$ cat src/rtl/bcd_down_timer_pkg.sv
// Shared types and helpers for the BCD countdown timer.
package bcd_down_timer_pkg;

  typedef enum logic [1:0] {
    IDLE    = 2'd0,
    RUN     = 2'd1,
    EXPIRED = 2'd2
  } state_e;

  localparam logic [3:0] BCD_MAX  = 4'd9;
  localparam logic [3:0] BCD_ZERO = 4'd0;

  // Pulls an out-of-range nibble back to the largest legal BCD digit.
  function automatic logic [3:0] bcd_clamp(input logic [3:0] digit);
    return (digit > BCD_MAX) ? BCD_MAX : digit;
  endfunction

endpackage

$ cat src/rtl/bcd_down_timer_digit.sv
// One BCD digit of the down-counter: combinational decrement with borrow.
module bcd_digit_down
  import bcd_down_timer_pkg::*;
(
  input  logic [3:0] digit_i,
  input  logic       borrow_i,
  output logic [3:0] digit_o,
  output logic       borrow_o
);

  always_comb begin
    digit_o  = digit_i;
    borrow_o = 1'b0;
    if (borrow_i) begin
      if (digit_i == BCD_ZERO) begin
        digit_o  = BCD_MAX;
        borrow_o = 1'b1;
      end else begin
        digit_o = digit_i - 4'd1;
      end
    end
  end

endmodule

$ cat src/rtl/bcd_down_timer.sv
// Multi-digit BCD countdown timer with START/STOP/TICK control and a DONE pulse.
module bcd_down_timer
  import bcd_down_timer_pkg::*;
#(
  parameter int DIGITS      = 2,
  parameter int AUTO_RELOAD = 0
) (
  input  logic                  clk_i,
  input  logic                  rst_n_i,
  input  logic                  start_i,
  input  logic                  stop_i,
  input  logic                  tick_i,
  input  logic [4*DIGITS-1:0]   load_val_i,
  output logic [4*DIGITS-1:0]   count_o,
  output logic                  zero_o,
  output logic                  busy_o,
  output logic                  done_o
);

  state_e               state_q, state_d;
  logic [4*DIGITS-1:0]  count_q, count_d;
  logic [4*DIGITS-1:0]  preset_q, preset_d;
  logic                 done_q, done_d;

  logic [4*DIGITS-1:0]  load_clamped;
  logic [4*DIGITS-1:0]  count_dec;
  logic [DIGITS:0]      borrow;
  logic                 count_zero;

  // The borrow only escapes the top digit when every digit is zero,
  // so the chain's final borrow doubles as the zero detector.
  assign borrow[0]  = 1'b1;
  assign count_zero = borrow[DIGITS];

  for (genvar g = 0; g < DIGITS; g++) begin : g_digit
    assign load_clamped[4*g +: 4] = bcd_clamp(load_val_i[4*g +: 4]);

    bcd_digit_down u_digit (
      .digit_i  (count_q[4*g +: 4]),
      .borrow_i (borrow[g]),
      .digit_o  (count_dec[4*g +: 4]),
      .borrow_o (borrow[g+1])
    );
  end

  always_comb begin
    state_d  = state_q;
    count_d  = count_q;
    preset_d = preset_q;
    done_d   = 1'b0;
    if (start_i) begin
      preset_d = load_clamped;
      count_d  = load_clamped;
      state_d  = RUN;
    end else if (stop_i) begin
      if (state_q == RUN) state_d = IDLE;
    end else if (tick_i && (state_q == RUN)) begin
      if (count_zero) begin
        done_d = 1'b1;
        if (AUTO_RELOAD != 0) count_d = preset_q;
        else                  state_d = EXPIRED;
      end else begin
        count_d = count_dec;
      end
    end
  end

  always_ff @(posedge clk_i or negedge rst_n_i) begin
    if (!rst_n_i) begin
      state_q  <= IDLE;
      count_q  <= '0;
      preset_q <= '0;
      done_q   <= 1'b0;
    end else begin
      state_q  <= state_d;
      count_q  <= count_d;
      preset_q <= preset_d;
      done_q   <= done_d;
    end
  end

  assign count_o = count_q;
  assign zero_o  = count_zero;
  assign busy_o  = (state_q == RUN);
  assign done_o  = done_q;

endmodule
$ cat config.mk
export PLATFORM = sky130hd
export DESIGN_NAME = bcd_down_timer
export DESIGN_NICKNAME = d
export VERILOG_FILES = /design/src/rtl/bcd_down_timer_pkg.sv /design/src/rtl/bcd_down_timer_digit.sv /design/src/rtl/bcd_down_timer.sv
export SDC_FILE = /design/constraint.sdc
export NUM_CORES = 1
export LEC_CHECK = 0
export CORE_ASPECT_RATIO = 0.9
export CORE_MARGIN = 2
export CORE_UTILIZATION = 30
export CTS_BUF_LIST = sky130_fd_sc_hd__clkbuf_8
export DETAILED_ROUTE_END_ITERATION = 8
export PLACE_DENSITY = 0.59
export SLEW_MARGIN = 0
export SYNTH_ARGS = -nofsm -noshare
export SYNTH_HDL_FRONTEND = slang
export SYNTH_SLANG_ARGS = --single-unit
$ cat constraint.sdc
create_clock -name clk_i -period 5.4 [get_ports clk_i]
set_input_delay 1.08 -clock clk_i [delete_from_list [all_inputs] [get_ports clk_i]]
set_output_delay 1.08 -clock clk_i [all_outputs]
set_load 0.02 [all_outputs]
==> impl_metrics.json <==
{
  "htreeDepth": 1,
  "wl_per_cell_um": 13.3,
  "worstPathMaxFanout": 10,
  "syn_nets": 80,
  "r2r-start": "count_o[0]",
  "critPathRequiredTime_ps": 4320,
  "grt_pass1_wl_um": 2320,
  "grt_overflow": 0,
  "critPathArrivalTime_ps": 2030,
  "clk_root_buffer_cell": "clkbuf_8",
  "synth_seq_cells": 11,
  "fin_crit_sh_pct": 57.6,
  "timing.max_cap.violations": 0,
  "cts_sinks": 11,
  "drc_errors": 0,
  "finalPower_mw": 0.234,
  "rows": 15,
  "setup_viol": 0,
  "seq_area_um2": 275,
  "final.min_clock_period_ps": 3110,
  "via_per_inst": 5.40,
  "drtPass1Iterations": 4,
  "antennaDiodeCount": 0,
  "insertion_delay_ps": 240,
  "grt_max_degree": 14,
  "cts-buffers-inserted": 3,
  "wl_um": 1530,
  "die_area_mm2": 0.00249,
  "final_cell_mix": "23 x clkdlybuf4s50_1, 11 x dfrtp_1, 7 x inv_1",
  "synth_warnings": 0,
  "grt_use_total_pct": 13.3,
  "drtIter0Drc": 5,
  "gp_routability_congestion": 0.762,
  "ir_drop_v": 0.000116,
  "worstMarginPinSlew_ps": 695,
  "top_layer": "met4",
  "post_cts_resized": 0,
  "rsz0062_at_grt": "no",
  "startpoint_type": "flip-flop",
  "wl_met3_um": 148,
  "syn_to_final_growth_pct": 43.7,
  "fp.dieW_um": 52.4,
  "outcome": "finished clean",
  "cts_setup_buffers": 0,
  "p_leak_nw": 0.350,
  "cp-startpoint": "count_o[0]",
  "cts_buffer_depth": 2,
  "finalClockSkew_ps": 2.96,
  "grt_pass1_vias": 518,
  "synthCells": 67,
  "reg2reg_slack_ps": 3600,
  "yosysTopAreaCell": "dfrtp_1",
  "hold_violations": 0,
  "fp.dieH_um": 47.6,
  "final_nets": 104,
  "initial_core_util_pct": 32.4,
  "clk_pin_slew_ps": 50,
  "final_common_cell": "clkdlybuf4s50_1",
  "synth_top_area_share_pct": 43.5,
  "avgSynthCellArea_um2": 9.45,
  "final_cells": 115,
  "n_fill_cell": 193,
  "met2_length_um": 638,
  "end_kind": "output port",
  "fmax_ghz": 0.321,
  "relSlewSlack_pct": 53.1,
  "power_density_mw_per_mm2": 257,
  "place_inst": 111,
  "slew_violations": 0,
  "tns_ps": 0,
  "hold_buffers": 0,
  "r2r_cells": 3,
  "netlist_area_um2": 633,
  "portBuffers": 23,
  "crit_type": "flip-flop to output port",
  "core_area_mm2": 0.00195,
  "multi_input_area_um2": 305,
  "synth_area_leaders": "dfrtp_1 43%, o211ai_1 5.9%, a21oi_1 4.7%",
  "antenna_found_initial": 0,
  "ioPinCount": 24,
  "seq_area_frac_synth_pct": 43.5,
  "ant_nets": 0,
  "drive_above_1_share_pct": 6.67,
  "min_path_type": "flip-flop to flip-flop",
  "synth_cell_types": 29,
  "crit_end": "zero_o",
  "cts_tree": "done",
  "wl_met1_um": 719,
  "num_vias": 621,
  "timing.rr.end": "state_q[0]"
}
## worst min path at each step
stage                          start          to  slack [ps]  cells past startpoint
after floorplan           state_q[0]  state_q[0]         500                      1
after global placement    state_q[0]  state_q[0]         540                      1
after detailed placement  state_q[0]  state_q[0]         530                      1
after CTS                 state_q[0]  state_q[0]         540                      1
after global routing      state_q[0]  state_q[0]         570                      1
final                     state_q[0]  state_q[0]         540                      1
## metal layers
layer	up-vias	GRT usage (%)
met1	278	18.4
met5	-	0
met2	31	18.3
li1	308	-
met3	4	4.06
met4	0	7.69
## cell usage after synthesis
cell,number
a21oi_1,6
a31o_1,1
a31oi_1,3
a32oi_1,1
buf_6,2
clkbuf_1,2
dfrtp_1,11
inv_1,6
nand2_1,3
nand3_1,1
nand4_1,1
nand4b_1,1
nand4bb_1,1
nor2_1,4
nor2b_1,1
nor4_1,1
nor4b_1,1
nor4bb_1,1
o211ai_1,5
o21a_1,1
o21ai_0,3
o21ai_1,1
o311ai_0,1
o31ai_1,2
o41ai_1,2
or2_2,1
or3_4,1
or4_1,2
or4_4,1
## sequential cells by signal, indices dropped and copies added, names as in the netlist
register,cells
count_o,8
done_o,1
state_q,2
## critical path, stage by stage, from the launching register on
cell and delay (ps):
dfrtp_1 460, or4_4 600, nor2_1 130, clkdlybuf4s50_1 610
## report_power, final
part           leakage (nW)  internal [mW]  switching [mW]
logic                 0.189         0.0281          0.0262
clock network        0.0269         0.0499          0.0307
registers             0.134         0.0890         0.00984
total                 0.350          0.167          0.0667
## area by class of cell
class                           instances  share of cell area (%)
Timing Repair Buffer                   23                    25.3
Multi-Input combinational cell         46                    33.6
Clock buffer                            3                    4.54
Tap cell                               25                    3.44
Clock inverter                          1                   0.413
Inverter                                6                    2.48
Sequential cell                        11                    30.3
## cells by family after synthesis
logic type             after synthesis  share of synthesized area [%]
AOI/OAI and AO/OA                   26                           27.3
buffers and inverters               10                           8.30
DFF                                 11                           43.5
and+or+nand+nor                     20                           20.9
## metrics by stage
stage                     utilization (%)  hold slack, ps  cell area [um2]  worst slack, ps
after global routing                 46.6             570              910             2210
after floorplan                         -             501              633             2780
after CTS                            46.6             544              910             2270
final                                46.6             543              910             2290
after global placement               44.3             535              865             2550
after detailed placement             44.3             529              865             2530
Note: power is estimated with default switching activity, not from simulation.
